File: src/rtl/regfile_sb_if.sv
// Issue/read/write/AGU bundle between decode and the register file.
// The master drives addresses, write data and AGU requests; the slave returns read data, busy flags and the address result.
interface regfile_sb_if #(
    parameter int XLEN = 32,
    parameter int AW   = 5
) ();
    logic [AW-1:0]   rs1;
    logic [AW-1:0]   rs2;
    logic [XLEN-1:0] rv1;
    logic [XLEN-1:0] rv2;
    logic            rs1_busy;
    logic            rs2_busy;
    logic            we;
    logic [AW-1:0]   rd;
    logic [XLEN-1:0] wdata;
    logic            issue_valid;
    logic [AW-1:0]   issue_rd;
    logic [1:0]      agu_mode;
    logic [31:0]     instr;
    logic [XLEN-1:0] daddr;
    logic            daddr_valid;
    logic            misaligned;

    modport master (
        output rs1, rs2, we, rd, wdata, issue_valid, issue_rd, agu_mode, instr,
        input  rv1, rv2, rs1_busy, rs2_busy, daddr, daddr_valid, misaligned
    );

    modport slave (
        input  rs1, rs2, we, rd, wdata, issue_valid, issue_rd, agu_mode, instr,
        output rv1, rv2, rs1_busy, rs2_busy, daddr, daddr_valid, misaligned
    );
endinterface

File: src/rtl/regfile_sb.sv
// Register file with two bypassed read ports, one write port, a busy scoreboard
// and a one-cycle load/store address generator with alignment checking.
module regfile_sb #(
    parameter int XLEN    = 32,
    parameter int NREGS   = 32,
    parameter int AW      = $clog2(NREGS),
    parameter int R0_ZERO = 1,
    parameter int BYPASS  = 1
) (
    input logic         clk,
    input logic         rst_n,
    regfile_sb_if.slave bus
);
    // Handshake: there is no back-pressure. we/issue_valid/agu_mode are accepted on
    // every posedge they are asserted; daddr_valid is a one-cycle pulse, one per request,
    // and daddr/misaligned describe that request only while daddr_valid is high.

    logic [XLEN-1:0]  mem [NREGS];
    logic [NREGS-1:0] busy;
    logic [NREGS-1:0] busy_nxt;
    logic             wr_ok;
    logic             iss_ok;
    logic             fwd1;
    logic             fwd2;
    logic [11:0]      imm;
    logic             agu_req;
    logic [XLEN-1:0]  ea;
    logic [1:0]       size;
    logic             mis;

    assign wr_ok  = bus.we && !((R0_ZERO != 0) && (bus.rd == '0));
    assign iss_ok = bus.issue_valid && !((R0_ZERO != 0) && (bus.issue_rd == '0));
    assign fwd1   = (BYPASS != 0) && wr_ok && (bus.rd == bus.rs1);
    assign fwd2   = (BYPASS != 0) && wr_ok && (bus.rd == bus.rs2);

    always_comb begin
        bus.rv1 = fwd1 ? bus.wdata : mem[bus.rs1];
        bus.rv2 = fwd2 ? bus.wdata : mem[bus.rs2];
        if ((R0_ZERO != 0) && (bus.rs1 == '0)) bus.rv1 = '0;
        if ((R0_ZERO != 0) && (bus.rs2 == '0)) bus.rv2 = '0;
    end

    always_comb begin
        bus.rs1_busy = busy[bus.rs1] && !fwd1;
        bus.rs2_busy = busy[bus.rs2] && !fwd2;
        if ((R0_ZERO != 0) && (bus.rs1 == '0)) bus.rs1_busy = 1'b0;
        if ((R0_ZERO != 0) && (bus.rs2 == '0)) bus.rs2_busy = 1'b0;
    end

    // Clear before set so a same-cycle issue to the written register leaves it busy.
    always_comb begin
        busy_nxt = busy;
        if (wr_ok)  busy_nxt[bus.rd]       = 1'b0;
        if (iss_ok) busy_nxt[bus.issue_rd] = 1'b1;
    end

    always_ff @(posedge clk or negedge rst_n) begin
        if (!rst_n) begin
            for (int i = 0; i < NREGS; i++) mem[i] <= '0;
            busy <= '0;
        end else begin
            if (wr_ok) mem[bus.rd] <= bus.wdata;
            busy <= busy_nxt;
        end
    end

    always_comb begin
        imm     = 12'd0;
        agu_req = 1'b0;
        case (bus.agu_mode)
            2'd1: begin
                imm     = bus.instr[31:20];
                agu_req = 1'b1;
            end
            2'd2: begin
                imm     = {bus.instr[31:25], bus.instr[11:7]};
                agu_req = 1'b1;
            end
            default: ;
        endcase
    end

    assign ea   = bus.rv1 + {{(XLEN-12){imm[11]}}, imm};
    assign size = bus.instr[13:12];

    always_comb begin
        mis = 1'b0;
        case (size)
            2'd0:    mis = 1'b0;
            2'd1:    mis = ea[0];
            2'd2:    mis = |ea[1:0];
            default: mis = (XLEN == 32) ? 1'b1 : |ea[2:0];
        endcase
    end

    always_ff @(posedge clk or negedge rst_n) begin
        if (!rst_n) begin
            bus.daddr       <= '0;
            bus.daddr_valid <= 1'b0;
            bus.misaligned  <= 1'b0;
        end else if (agu_req) begin
            bus.daddr       <= ea;
            bus.daddr_valid <= 1'b1;
            bus.misaligned  <= mis;
        end else begin
            bus.daddr_valid <= 1'b0;
        end
    end
endmodule

File: src/flat_wrapper.sv
// flat-port wrapper written by rule: the top's interface ports become plain ports
module regfile_sb_flat 
#(
    parameter int XLEN    = 32,
    parameter int NREGS   = 32,
    parameter int AW      = $clog2(NREGS),
    parameter int R0_ZERO = 1,
    parameter int BYPASS  = 1
)
  (clk, rst_n, bus_rs1, bus_rs2, bus_we, bus_rd, bus_wdata, bus_issue_valid, bus_issue_rd, bus_agu_mode, bus_instr, bus_rv1, bus_rv2, bus_rs1_busy, bus_rs2_busy, bus_daddr, bus_daddr_valid, bus_misaligned);
  regfile_sb_if #(.XLEN(XLEN), .AW(AW)) bus_i ();
  input logic clk;
  input logic rst_n;
  input wire logic [$bits(bus_i.rs1)-1:0] bus_rs1;
  input wire logic [$bits(bus_i.rs2)-1:0] bus_rs2;
  input wire logic [$bits(bus_i.we)-1:0] bus_we;
  input wire logic [$bits(bus_i.rd)-1:0] bus_rd;
  input wire logic [$bits(bus_i.wdata)-1:0] bus_wdata;
  input wire logic [$bits(bus_i.issue_valid)-1:0] bus_issue_valid;
  input wire logic [$bits(bus_i.issue_rd)-1:0] bus_issue_rd;
  input wire logic [$bits(bus_i.agu_mode)-1:0] bus_agu_mode;
  input wire logic [$bits(bus_i.instr)-1:0] bus_instr;
  output wire logic [$bits(bus_i.rv1)-1:0] bus_rv1;
  output wire logic [$bits(bus_i.rv2)-1:0] bus_rv2;
  output wire logic [$bits(bus_i.rs1_busy)-1:0] bus_rs1_busy;
  output wire logic [$bits(bus_i.rs2_busy)-1:0] bus_rs2_busy;
  output wire logic [$bits(bus_i.daddr)-1:0] bus_daddr;
  output wire logic [$bits(bus_i.daddr_valid)-1:0] bus_daddr_valid;
  output wire logic [$bits(bus_i.misaligned)-1:0] bus_misaligned;
  assign bus_i.rs1 = bus_rs1;
  assign bus_i.rs2 = bus_rs2;
  assign bus_i.we = bus_we;
  assign bus_i.rd = bus_rd;
  assign bus_i.wdata = bus_wdata;
  assign bus_i.issue_valid = bus_issue_valid;
  assign bus_i.issue_rd = bus_issue_rd;
  assign bus_i.agu_mode = bus_agu_mode;
  assign bus_i.instr = bus_instr;
  assign bus_rv1 = bus_i.rv1;
  assign bus_rv2 = bus_i.rv2;
  assign bus_rs1_busy = bus_i.rs1_busy;
  assign bus_rs2_busy = bus_i.rs2_busy;
  assign bus_daddr = bus_i.daddr;
  assign bus_daddr_valid = bus_i.daddr_valid;
  assign bus_misaligned = bus_i.misaligned;
  regfile_sb #(.XLEN(XLEN), .NREGS(NREGS), .AW(AW), .R0_ZERO(R0_ZERO), .BYPASS(BYPASS)) u_core (.clk(clk), .rst_n(rst_n), .bus(bus_i));
endmodule
File: config.mk
export PLATFORM = sky130hd
export DESIGN_NAME = regfile_sb_flat
export DESIGN_NICKNAME = d
export VERILOG_FILES = /design/src/rtl/regfile_sb_if.sv /design/src/rtl/regfile_sb.sv /design/src/flat_wrapper.sv
export SDC_FILE = /design/constraint.sdc
export NUM_CORES = 2
export LEC_CHECK = 0
export ABC_AREA = 1
export CAP_MARGIN = 15
export CELL_PAD_IN_SITES_DETAIL_PLACEMENT = 0
export CELL_PAD_IN_SITES_GLOBAL_PLACEMENT = 1
export CORE_UTILIZATION = 30
export DETAILED_ROUTE_END_ITERATION = 6
export PLACE_DENSITY_LB_ADDON = 0.1
export SYNTH_ARGS = -nofsm -noshare
export SYNTH_HDL_FRONTEND = slang
export SYNTH_SLANG_ARGS = --single-unit
File: constraint.sdc
create_clock -name clk -period 4.45 [get_ports clk]
set_clock_uncertainty 0.1 [all_clocks]
set_input_delay 0.6675 -clock clk [delete_from_list [all_inputs] [get_ports clk]]
set_output_delay 0.6675 -clock clk [all_outputs]
set_load 0.01 [all_outputs]
# Yosys cells after proc, flatten, opt, wreduce, memory -nomap -nowiden
# Cells that the tools add are included.
totals:
  in_bits: 90
  output_inout_bits: 100
  wordCells: 108
  ff_bits: 1090
classes:
  order_cmp: 10
  bitwise_logic: 6
  n_eq_ne: 6
  add_sub_neg: 1
  n_reduce_logical: 20
  mux: 29
op_table:
  columns: ["operator", "n"]
  rows:
  - ["$bwmux 1024", 1]
  - ["$mux 32", 11]
  - ["$bmux 32 s5", 2]
  - ["$demux 32 s5", 1]
  - ["$add 32x32->32", 1]
  - ["$and 32x32->32", 1]
  - ["$not 32->32", 1]
  - ["$or 32x32->32", 1]
  - ["$lt 5x6->1 const B", 4]
  - ["$pmux 12 s2", 1]
  - ["$logic_not 5->1", 4]
  - ["$ge 6x6->1 const B", 3]
  - ["$not 5->6", 3]
  - ["$bmux 1 s5", 2]
  - ["$demux 1 s5", 2]
  - ["$eq 5x5->1", 2]
  - ["$ge 5x1->1 const B", 2]
  - ["$logic_and 1x1->1", 9]
  - ["$mux 1", 8]
  - ["$lt 6x1->1 const B", 1]
  - ["$eq 2x1->1 const B", 2]
  - ["$eq 2x2->1 const B", 2]
  - ["$logic_not 1->1", 4]
  - ["$reduce_or 2->1", 2]
  - ["other kinds (2)", 2]

# Logic depth before layout (Yosys ltp)
logic_depth:
  word_depth: 9
  depth_mapped: 25
  mapped_depth_nobuf: 23

# Least setup slack after synthesis
# No wires, ideal clock.
synth_path:
  kind: "input to register"
  startpoint: "input port bus_rs1[4]"
  endpoint: "register u_core.bus.daddr[22]"
  path_buffers: 2
  required_time_ns: 4.232
  path_stages: 20
  arrival_ns: 3.899
  setup_slack_ns: 0.333
  setup_ns: 0.118
  path_cell_list: "buf_2 -> clkinv_1 -> nand2_1 -> nand4_1 -> nor3_2 -> inv_1 -> clkbuf_1 -> o21ai_0 -> ha_1 -> inv_1 -> fa_1 -> o21ai_0 -> a21oi_1 -> o21ai_0 -> a21o_1 -> nand2_1 -> nand2_1 -> nand2_1 -> nand3_1 -> nand2_1"
synth_between:
  elab_chain_len: 7
  elab_cells_between_ends: 10
  cone_classes: "add/sub: 1; eq/ne: 1; mux: 5; bitwise: 1; reduce/logical: 2"
synth_lines:
  columns: ["item", "line", "source"]
  rows:
  - ["from (decl)", "flat_wrapper.sv:14", "input wire logic [$bits(bus_i.rs1)-1:0] bus_rs1;"]
  - ["$not 5->6 (implied by the code)", "regfile_sb.sv:37", "bus.rv1 = fwd1 ? bus.wdata : mem[bus.rs1];"]
  - ["$bmux 32 s5", "regfile_sb.sv:37", null]
  - ["$mux 32 (implied by the code) (2 in a row)", "regfile_sb.sv:37", null]
  - ["$mux 32", "regfile_sb.sv:37", null]
  - ["$mux 32 (*)", "regfile_sb.sv:39", "if ((R0_ZERO != 0) && (bus.rs1 == '0)) bus.rv1 = '0;"]
  - ["named net bus_rv1[0]", "flat_wrapper.sv:23", "output wire logic [$bits(bus_i.rv1)-1:0] bus_rv1;"]
  - ["$add 32x32->32 (*)", "regfile_sb.sv:83", "assign ea = bus.rv1 + {{(XLEN-12){imm[11]}}, imm};"]
  - ["to (signal assigned)", "regfile_sb.sv:98", "bus.daddr <= '0;"]
  - ["to (signal assigned)", "regfile_sb.sv:102", "bus.daddr <= ea;"]
  - ["to (decl)", "regfile_sb_if.sv:31", "output rv1, rv2, rs1_busy, rs2_busy, daddr, daddr_valid, misaligned"]
# Mark *: on every way through the listed nets, which the timed path passes. The rest lies on a longest branch. The select of a mux whose other input is x is not followed.
# A chain may end at the register's enable or synchronous reset.

# Worst setup path after layout
layout_path:
  startpoint: "input port bus_rd[3]"
  endpoint: "output port bus_rv1[4]"
layout_between:
  elab_chain_len: 6
  elab_cells_between_ends: 7
  cone_classes: "eq/ne: 1; mux: 2; reduce/logical: 4"
layout_lines:
  columns: ["item", "line", "source"]
  rows:
  - ["from (decl)", "flat_wrapper.sv:17", "input wire logic [$bits(bus_i.rd)-1:0] bus_rd;"]
  - ["$logic_not 5->1", "regfile_sb.sv:31", "assign wr_ok = bus.we && !((R0_ZERO != 0) && (bus.rd == '0));"]
  - ["$logic_not 1->1", "regfile_sb.sv:31", null]
  - ["$logic_and 1x1->1", "regfile_sb.sv:31", null]
  - ["$logic_and 1x1->1 (*)", "regfile_sb.sv:33", "assign fwd1 = (BYPASS != 0) && wr_ok && (bus.rd == bus.rs1);"]
  - ["$mux 32 (*)", "regfile_sb.sv:37", null]
  - ["$mux 32 (*)", "regfile_sb.sv:39", null]
  - ["to (decl)", "flat_wrapper.sv:23", null]
# Every way passes the cells marked *; elsewhere a longest branch is shown, timed or not.

==> flow_summary.toml <==
[yosys]
synth_edf_count = 0
yosysWarnings = 0
yosys-top-cells-area = "dfrtp_1 45%, o21ai_0 15%, a21oi_1 11%"
synthFlopType = "dfrtp_1"
yosysTopAreaCellShare_pct = 45.0
synthesis.area_um2 = 60600
syn_area_per_cell_um2 = 7.35
yosysUniqueCellTypes = 47
synth_cells = 8253
synth_top_area_cell = "dfrtp_1"
synthArstFlopShare_pct = 100
syn-num-nets = 8377
ys_ff_latch = 1090
synth-seq-area-share_pct = 45.0

[grt]
grt_overflow = 0
grt_pass1_vias = 57900
gr-usage-all-layers_pct = 29.6
antenna_found_initial = 11
grt_start_max_net_pins = 130
grt_pass1_wl_um = 438000

[timing]
hold_viol_final = 0
whs_ps = 292
rsz0062_at_grt = "true"
slew_violations = 0
finalCritPeriodShare_pct = 100
worst-slew-pin-transition_ps = 1060
period_needed_ps = 4470
setup_viol = 1
fin_ws_ps = -15.9
clock.fmax_mhz = 224
slew_headroom_pct = 29.1

[critical_path]
reg2reg_slack_ps = 730
end_kind = "output port"
r2r-start = "u_core.mem[707]$_DFFE_PN0P_"
ff2ff_path_depth = 23
crit_type = "in -> out"
cp.required_ps = 3680
reg2reg_to = "u_core.bus.daddr[20]$_DFFE_PN0N_"
startpoint_type = "input port"
worstPathArrival_ps = 3700
crit_fanout = 7

[power]
p_per_area_nw_per_um2 = 445
leakagePower_nw = 31.8
total_power_mw = 32.6
ir_worst_vdd_mv = 0.407

[outcome]
violations = "negative setup slack"
outcome = "finished, violations left"

[cells_and_area]
stdcell_count = 11100
fill_cells = 21200
most-common-layout-cells = "1799 x o21ai_0, 1315 x a21oi_1, 1090 x dfrtp_1"
nets = 8489
seqCellArea_um2 = 27300
multiInputGateArea_um2 = 27800
drive_gt1_share_pct = 10.6
area_delta_synth_final_pct = 20.9
fin_area_um2 = 73300
layout_commonest_cell = "o21ai_0"

[placed_design]
place_inst = 10900
routabilityCongestion = 0.856
pre_cts_ws_ps = -782
dpl_cell_area_um2 = 68600
numPortBuffers = 176
dp_hpwl_um = 184000

[clock_network]
cts_tree = "done"
cts_buffers = 142
path_clk_slew_ps = 60
cts_root_buffer = "clkbuf_16"
cts_max_path_buffers = 3
clk_latency_ps = 830
htreeDepth = 4
clock-sinks = 1090

[route]
drtIter0Drc = 6190
num_vias = 60800
wl_per_cell_um = 27.4
firstDrtPassIters = 6
drt-vias-per-instance = 5.46
drt-total-wl_um = 305000
antenna_left = 0
route.detailed.drc = 0

[hold_path]
min_from = "u_core.mem[994]$_DFFE_PN0P_"
hold_end = "u_core.mem[994]$_DFFE_PN0P_"
holdPathStages = 0
hold_path_class = "reg -> reg"

[die]
row_count = 164
die_area_um2 = 204000
die_x_um = 452
ios = 190
dieHeight_um = 452
start_util_pct = 30.3
core_um2 = 200000

[job]
maxCapViolCount = 0
-- how the worst max path moves through the flow --
stage	from	to	slack, ps	cells past startpoint
after floorplan	bus_rs1[4]	u_core.bus.daddr[22]$_DFFE_PN0N_	330	20
final	bus_rd[3]	bus_rv1[4]	-20	13
after global routing	bus_rd[4]	bus_rv2[11]	-50	15
after global placement	bus_rd[3]	u_core.bus.daddr[20]$_DFFE_PN0N_	-800	22
after CTS	bus_rd[3]	bus_rv2[28]	1	15
after detailed placement	bus_rd[3]	u_core.bus.daddr[20]$_DFFE_PN0N_	-780	22
-- cell families (layout without fill, tap and decap cells) --
| kind of cell | count (synthesis) | count (layout) | share of synthesized area, % |
|---|---|---|---|
| buf+inv | 1454 | 1667 | 9.49 |
| fa+ha+maj | 34 | 34 | 0.714 |
| compound gates | 3342 | 3342 | 28.1 |
| simple gates | 2320 | 2320 | 16.5 |
| xor+xnor | 13 | 13 | 0.188 |
| flops | 1090 | 1090 | 45.0 |
| other cells | 0 | 5 | 0 |
-- per-layer routing --
metal  vias up  global-route usage (%)  share of wire (%)
li1      28300                       -                  -
met1     29700                    39.5                 44
met2      2250                    48.9                 47
met3       508                    3.59                5.5
met4         4                    11.0                4.0
met5         -                       0             0.0088
-- critical path, stage by stage --
cell and delay, ps:
clkdlybuf4s50_1 530, buf_4 150, inv_2 30, nand2_1 40, nand4_1 110, nor3_2 230
buf_4 210, inv_2 160, buf_12 160, buf_4 160, o21ai_1 380, buf_4 250
clkdlybuf4s50_1 590
-- cells in the mapped netlist, types with 6 or more instances --
cell type,instances
or2_2,14
xnor2_1,7
clkbuf_1,519
nor3_1,12
ha_1,33
buf_1,73
o21ai_0,1821
inv_1,635
inv_2,10
o21ai_1,83
o22ai_1,12
buf_2,202
nand2_2,6
o211ai_1,78
o221ai_1,9
nor2_2,13
nand3_1,901
nand2_1,944
dfrtp_1,1090
buf_4,6
nor2_1,414
xor2_1,6
a21oi_1,1316
-- stage by stage --
stage | TNS (ps) | util (%)
3_3_place_gp | -15720 | 34.2
4_1_cts | 0 | 36.6
2_1_floorplan | 0 | -
6_report | -15.9 | 36.6
3_5_place_dp | -14530 | 34.2
5_1_grt | -162 | 36.6
-- state kept, by name (all words and copies together) (netlist names) --
signal / count
u_core.bus.misaligned: 1
u_core.mem: 1024
u_core.bus.daddr_valid: 1
u_core.busy: 32
u_core.bus.daddr: 32
-- report_power, final --
group          switching [mW]  internal [mW]  leakage [nW]
clock network            4.80           6.83          2.25
registers                1.05           12.1          13.0
logic                    4.89           2.92          16.5
total                    10.7           21.9          31.8
-- final cells by class --
class | instances | share of cell area, %
inverters | 650 | 3.41
flip-flops and latches | 1090 | 37.2
clock inverters | 23 | 0.295
diodes | 5 | 0.0171
multi-input cells | 5709 | 38.0
clock buffers | 222 | 5.93
well taps | 2656 | 4.53
repair buffers | 772 | 10.6
-- timing repair --
action / in CTS / in global routing
hold buffers: 1 / 0
buffers inserted: 5 / 2
resized for setup: 20 / 15
pin swaps: 2 / 0
hold endpoints to repair: 39 / 0
endpoints found under the setup margin: 26 / 35
No activity file was read; power rests on OpenSTA's default activity.
